==> config.mk <==
export PLATFORM = sky130hd
export DESIGN_NAME = ara_inval_sequencer
export DESIGN_NICKNAME = d
export VERILOG_FILES = /design/src/rtl/ara_pkg.sv /design/src/rtl/ara_inval_rr_arbiter.sv /design/src/rtl/ara_inval_sequencer.sv
export SDC_FILE = /design/constraint.sdc
export NUM_CORES = 1
export LEC_CHECK = 0
export BUFFER_PORTS_ARGS = -buffer_cell sky130_fd_sc_hd__buf_2
export CAP_MARGIN = 5
export CORE_AREA = 2 2 177 179
export DETAILED_ROUTE_END_ITERATION = 12
export DIE_AREA = 0 0 179 181
export PLACE_DENSITY_LB_ADDON = 0.08
export RECOVER_POWER = 50
export SLEW_MARGIN = 20
export SYNTH_ARGS = -nofsm -noshare
export SYNTH_HDL_FRONTEND = slang
export SYNTH_SLANG_ARGS = --single-unit
export TNS_END_PERCENT = 30
==> constraint.sdc <==
create_clock -name clk_i -period 2.52 [get_ports clk_i]
set_input_delay 0.252 -clock clk_i [delete_from_list [all_inputs] [get_ports clk_i]]
set_output_delay 0.252 -clock clk_i [all_outputs]
set_load 0.03 [all_outputs]
==> src/rtl/ara_pkg.sv <==
// Shared types for the Ara D-cache invalidation sequencer.
// Holds the sequencer FSM encoding and the line-offset mask helpers.
package ara_pkg;

    typedef enum logic [1:0] {
        IDLE,
        EMIT,
        ACK
    } inval_seq_state_e;

    localparam int unsigned InvalL1LineWidth = 16;
    localparam logic [63:0] InvalLineOffMask = 64'(InvalL1LineWidth - 1);

    // Byte-offset mask within one L1 line (line width is a power of two)
    function automatic logic [63:0] line_off_mask(input int unsigned lw);
        return 64'(lw - 1);
    endfunction

endpackage

==> src/rtl/ara_inval_rr_arbiter.sv <==
// Round-robin grant over NrSrc requesters.
// The search starts at the pointer; the pointer moves past the winner on accept.
module ara_inval_rr_arbiter #(
    parameter int unsigned NrSrc = 2,
    parameter int unsigned IdxW  = (NrSrc > 1) ? $clog2(NrSrc) : 1
) (
    input  logic             clk_i,
    input  logic             rst_i,
    input  logic [NrSrc-1:0] req_i,
    input  logic             accept_i,
    output logic [NrSrc-1:0] gnt_o,
    output logic [IdxW-1:0]  idx_o,
    output logic             valid_o
);

    logic [IdxW-1:0] ptr_q, ptr_d;

    always_comb begin
        int unsigned j;
        j       = 0;
        gnt_o   = '0;
        idx_o   = ptr_q;
        valid_o = 1'b0;
        for (int unsigned k = 0; k < NrSrc; k++) begin
            j = (32'(ptr_q) + k) % NrSrc;
            if (!valid_o && req_i[j]) begin
                valid_o  = 1'b1;
                idx_o    = IdxW'(j);
                gnt_o[j] = 1'b1;
            end
        end
    end

    always_comb begin
        ptr_d = ptr_q;
        if (accept_i) begin
            ptr_d = (32'(idx_o) == NrSrc - 1) ? '0 : idx_o + IdxW'(1);
        end
    end

    always_ff @(posedge clk_i) begin
        if (rst_i) begin
            ptr_q <= '0;
        end else begin
            ptr_q <= ptr_d;
        end
    end

endmodule

==> src/rtl/ara_inval_sequencer.sv <==
// Expands address-range requests into per-line D-cache invalidations
// onto CVA6's single inval port, with repeat-line suppression.
module ara_inval_sequencer
    import ara_pkg::*;
#(
    parameter int unsigned NrSrc         = 2,
    parameter int unsigned AddrWidth     = 64,
    parameter int unsigned L1LineWidth   = 16,
    parameter int unsigned MaxLinesWidth = 8
) (
    input  logic                           clk_i,
    input  logic                           rst_i,
    input  logic                           en_i,
    input  logic [NrSrc-1:0]               req_valid_i,
    output logic [NrSrc-1:0]               req_ready_o,
    input  logic [NrSrc*AddrWidth-1:0]     req_addr_i,
    input  logic [NrSrc*MaxLinesWidth-1:0] req_nlines_i,
    output logic [NrSrc-1:0]               ack_o,
    output logic                           inval_valid_o,
    output logic [AddrWidth-1:0]           inval_addr_o,
    input  logic                           inval_ready_i,
    output logic                           busy_o
);

    localparam int unsigned IdxW = (NrSrc > 1) ? $clog2(NrSrc) : 1;
    localparam logic [AddrWidth-1:0] OffMask =
        AddrWidth'(line_off_mask(L1LineWidth));
    localparam logic [AddrWidth-1:0] LineStep = AddrWidth'(L1LineWidth);
    localparam logic [MaxLinesWidth-1:0] One = MaxLinesWidth'(1);

    inval_seq_state_e state_q, state_d;
    logic [IdxW-1:0] grant_q, grant_d;
    logic [AddrWidth-1:0] cur_q, cur_d;
    logic [AddrWidth-1:0] last_q, last_d;
    logic last_valid_q, last_valid_d;
    logic [MaxLinesWidth-1:0] rem_q, rem_d;

    logic [NrSrc-1:0] gnt;
    logic [IdxW-1:0] gnt_idx;
    logic gnt_valid;
    logic idle;
    logic accept;
    logic skip;
    logic [AddrWidth-1:0] sel_addr;
    logic [MaxLinesWidth-1:0] sel_nlines;

    assign idle   = (state_q == IDLE);
    assign accept = idle && gnt_valid;
    assign skip   = last_valid_q && (cur_q == last_q);

    ara_inval_rr_arbiter #(
        .NrSrc (NrSrc),
        .IdxW  (IdxW)
    ) i_arb (
        .clk_i    (clk_i),
        .rst_i    (rst_i),
        .req_i    (req_valid_i),
        .accept_i (accept),
        .gnt_o    (gnt),
        .idx_o    (gnt_idx),
        .valid_o  (gnt_valid)
    );

    always_comb begin
        int unsigned sel;
        sel        = 32'(gnt_idx);
        sel_addr   = req_addr_i[sel*AddrWidth +: AddrWidth];
        sel_nlines = req_nlines_i[sel*MaxLinesWidth +: MaxLinesWidth];
    end

    always_comb begin
        state_d      = state_q;
        grant_d      = grant_q;
        cur_d        = cur_q;
        last_d       = last_q;
        last_valid_d = last_valid_q;
        rem_d        = rem_q;
        unique case (state_q)
            IDLE: begin
                if (accept) begin
                    grant_d = gnt_idx;
                    cur_d   = sel_addr & ~OffMask;
                    rem_d   = sel_nlines;
                    if (en_i && (sel_nlines != '0)) begin
                        state_d = EMIT;
                    end else begin
                        state_d = ACK;
                        if (!en_i) last_valid_d = 1'b0;
                    end
                end
            end
            EMIT: begin
                // A suppressed repeat line still consumes a slot
                if (skip || inval_ready_i) begin
                    cur_d = cur_q + LineStep;
                    rem_d = rem_q - One;
                    if (!skip) begin
                        last_d       = cur_q;
                        last_valid_d = 1'b1;
                    end
                    if (rem_q == One) state_d = ACK;
                end
            end
            ACK: begin
                state_d = IDLE;
            end
            default: begin
                state_d = IDLE;
            end
        endcase
    end

    always_comb begin
        ack_o = '0;
        for (int unsigned i = 0; i < NrSrc; i++) begin
            ack_o[i] = (state_q == ACK) && (32'(grant_q) == i);
        end
    end

    assign req_ready_o   = idle ? gnt : '0;
    assign inval_valid_o = (state_q == EMIT) && !skip;
    assign inval_addr_o  = (state_q == EMIT) ? cur_q : '0;
    assign busy_o        = !idle;

    always_ff @(posedge clk_i) begin
        if (rst_i) begin
            state_q      <= IDLE;
            grant_q      <= '0;
            cur_q        <= '0;
            last_q       <= '0;
            last_valid_q <= 1'b0;
            rem_q        <= '0;
        end else begin
            state_q      <= state_d;
            grant_q      <= grant_d;
            cur_q        <= cur_d;
            last_q       <= last_d;
            last_valid_q <= last_valid_d;
            rem_q        <= rem_d;
        end
    end

endmodule

==> impl_metrics.json <==
{
  "drcViolationCount": 0,
  "crit_path_max_fanout": 8,
  "cts_inserted_buffers": 17,
  "antennaDiodeCount": 0,
  "finalInstanceArea_um2": 12800,
  "fin_nets": 1714,
  "status": "complete, but fails checks",
  "start_util_pct": 29.7,
  "detail-route-antenna-nets": 0,
  "cp.required_ps": 2810,
  "drive_gt1_share_pct": 32.7,
  "synth_cells": 1234,
  "clk_latency_ps": 430,
  "wire_per_inst_um": 21.3,
  "overflow": 0,
  "vias_per_cell": 5.37,
  "path_clk_slew_ps": 60,
  "die_x_um": 179,
  "place_area_um2": 11800,
  "cts_tree": "done",
  "rsz0062_at_grt": "true",
  "startpoint_type": "register",
  "fin_cells": 1968,
  "synth-edff-count": 0,
  "yosysWarnings": 0,
  "clock_skew_ps": 12.1,
  "crit_slowest_cell": "a2111o_1",
  "ys_seq_elements": 133,
  "synthTopCellsByArea": "dfxtp_1, mux2i_1, nand2_1",
  "setup_ws_ps": -175,
  "io_pins": 220,
  "globalplace.congestion": 0.847,
  "h-tree-depth": 4,
  "clkSinkCount": 133,
  "num_rows": 64,
  "criticalPathCategory": "register to register",
  "finalCritPeriodShare_pct": 107,
  "areaGrowthSynthToFinish_pct": 41.8,
  "place_hpwl_mm": 30.3,
  "slew_headroom_pct": 31.2,
  "wl_mm": 42.0,
  "synth_area_um2": 9020,
  "syn_area_per_cell_um2": 7.31,
  "crit_path_frequent_cell": "buf_4",
  "maxSlewViolCount": 0,
  "grt_pass1_vias": 10000,
  "leakage_nw": 5.96,
  "synth_flop_cell": "dfxtp_1",
  "dpl.cell_count": 1921,
  "port_buffers": 207,
  "dr.pass1.iters": 5,
  "grt_pass1_wl_mm": 62.3,
  "end_kind": "register",
  "setup_viol": 107,
  "synth_common_cells": "nand2_1, dfxtp_1, nor2_1, clkbuf_1, a21oi_1",
  "ys_async_sr_fraction_pct": 0,
  "setup_tns_ps": -11320,
  "cts_hold_buffers": 0,
  "die_h_um": 181,
  "synthMostInstantiatedCell": "nand2_1",
  "synth-seq-area-share_pct": 29.5,
  "grt_max_degree": 130,
  "dp_slack_ps": -278,
  "violations": "setup timing",
  "max_freq_mhz": 371,
  "coreArea_um2": 30300,
  "root_buffer": "clkbuf_16",
  "synth_cell_types": 67,
  "grt_antenna_before_repair": 1,
  "via_count": 10600,
  "cts.path.max_buffers": 2,
  "dieArea_um2": 32400,
  "slowest_delay_ps": 440,
  "tightest_slew_ps": 1030,
  "period_needed_ps": 2690,
  "power.density_nw_per_um2": 694,
  "synth_top_area_share_pct": 29.5,
  "min_path_type": "input port to register",
  "ir_drop_uv": 481,
  "max_cap_violations": 0,
  "track_usage_pct": 25.6,
  "synth.largest_area_cell": "dfxtp_1",
  "worstPathCellList": "inv_2 -> a2111o_1 -> nor4_2 -> buf_4 -> nand4_1 -> buf_4 -> o211ai_1 -> buf_4 -> clkbuf_16 -> mux2i_1 -> nor2_1",
  "hold_viol": 0,
  "drt-initial-drc-count": 736,
  "crit_arrival_ps": 2990
}
## cell type report
type,count,area [µm²]
Fill cell,3199,17600
Multi-Input combinational cell,949,5920
Timing Repair Buffer,427,3000
Sequential cell,133,2670
Tap cell,396,495
Clock buffer,18,439
Clock inverter,12,134
Inverter,33,124
## state kept, by name (all words and copies together), names as in the netlist
signal	flops
cur_q	60
i_arb.ptr_q	1
grant_q	1
last_q	60
rem_q	8
state_q	2
last_valid_q	1
## worst max-delay path: cells and delay by family, from the launching register on
| family | cells | cell delay (ps) |
|---|---|---|
| AO/OA/AOI/OAI | 2 | 690 |
| buffers and inverters | 5 | 840 |
| flip-flops | 1 | 390 |
| multiplexers | 1 | 180 |
| AND/OR/NAND/NOR | 3 | 450 |
## kinds of logic after synthesis
| family | after synthesis | share of synthesized area, % |
|---|---|---|
| AND/OR/NAND/NOR | 533 | 28.2 |
| AO/OA/AOI/OAI | 294 | 22.0 |
| buffers and inverters | 156 | 7.62 |
| flip-flops | 133 | 29.5 |
| multiplexers | 72 | 8.05 |
| XOR/XNOR | 42 | 4.08 |
| adder cells (fa/ha/maj) | 3 | 0.416 |
| other | 1 | 0.0416 |
## routing by layer
metal,share of wire [%],up-vias,track usage [%]
li1,-,5059,-
met1,47,5052,36.8
met2,44,392,39.1
met3,6.0,58,3.98
met4,2.6,2,7.80
met5,0.019,-,0
## power breakdown
group          total (mW)  switching [mW]  internal [mW]
Sequential           2.61           0.239           2.37
Clock                2.50            1.03           1.47
Combinational        3.77            2.24           1.53
## placed cells by master, fill, tap and decap left out, drive strengths merged, types with 4 or more instances in the layout
cell / n
and4: 4
a21boi: 4
o32ai: 6
or3: 6
dfxtp: 133
and2: 43
o22ai: 4
nor2b: 13
a211oi: 16
mux2i: 68
o311ai: 7
a21oi: 76
nand2: 163
a311oi: 7
clkbuf: 39
nor3: 24
a31oi: 20
nand4: 23
o31ai: 26
inv: 32
or2: 8
clkinvlp: 5
nor2: 130
xnor2: 14
conb: 4
or4: 7
nand3: 63
and3: 11
clkinv: 6
xor2: 28
a32o: 11
o41ai: 6
buf: 405
nor4: 24
o21ai: 53
mux2: 4
nand2b: 11
o2111ai: 5
o211ai: 23
## per-stage QoR
step           hold slack (ps)  power [mW]  utilization, %
2_1_floorplan              368        4.50               -
3_3_place_gp               455        6.17            38.8
3_5_place_dp               473        6.17            38.8
4_1_cts                   75.8        8.82            41.6
5_1_grt                   99.1        9.31            42.1
6_report                   100        8.87            42.1
## repair_timing
action	in CTS	in global routing
endpoints found under the hold margin	0	0
resized for setup	28	37
pin swaps	30	13
buffers inserted	9	2
setup endpoints to repair	129	133
gates cloned	4	2
## final timing paths
check | from | endpoint | slack [ps] | depth (start not counted)
worst min register to register | last_q[33]$_SDFFE_PP0P_ | last_q[33]$_SDFFE_PP0P_ | 460 | 2
worst max register to register | cur_q[44]$_SDFFE_PP0P_ | last_q[20]$_SDFFE_PP0P_ | -170 | 11
worst max-delay path | cur_q[44]$_SDFFE_PP0P_ | last_q[20]$_SDFFE_PP0P_ | -170 | 11
worst min-delay path | req_valid_i[1] | i_arb.ptr_q$_SDFFE_PP0P_ | 100 | 2
Note: power is estimated with default switching activity, not from simulation.
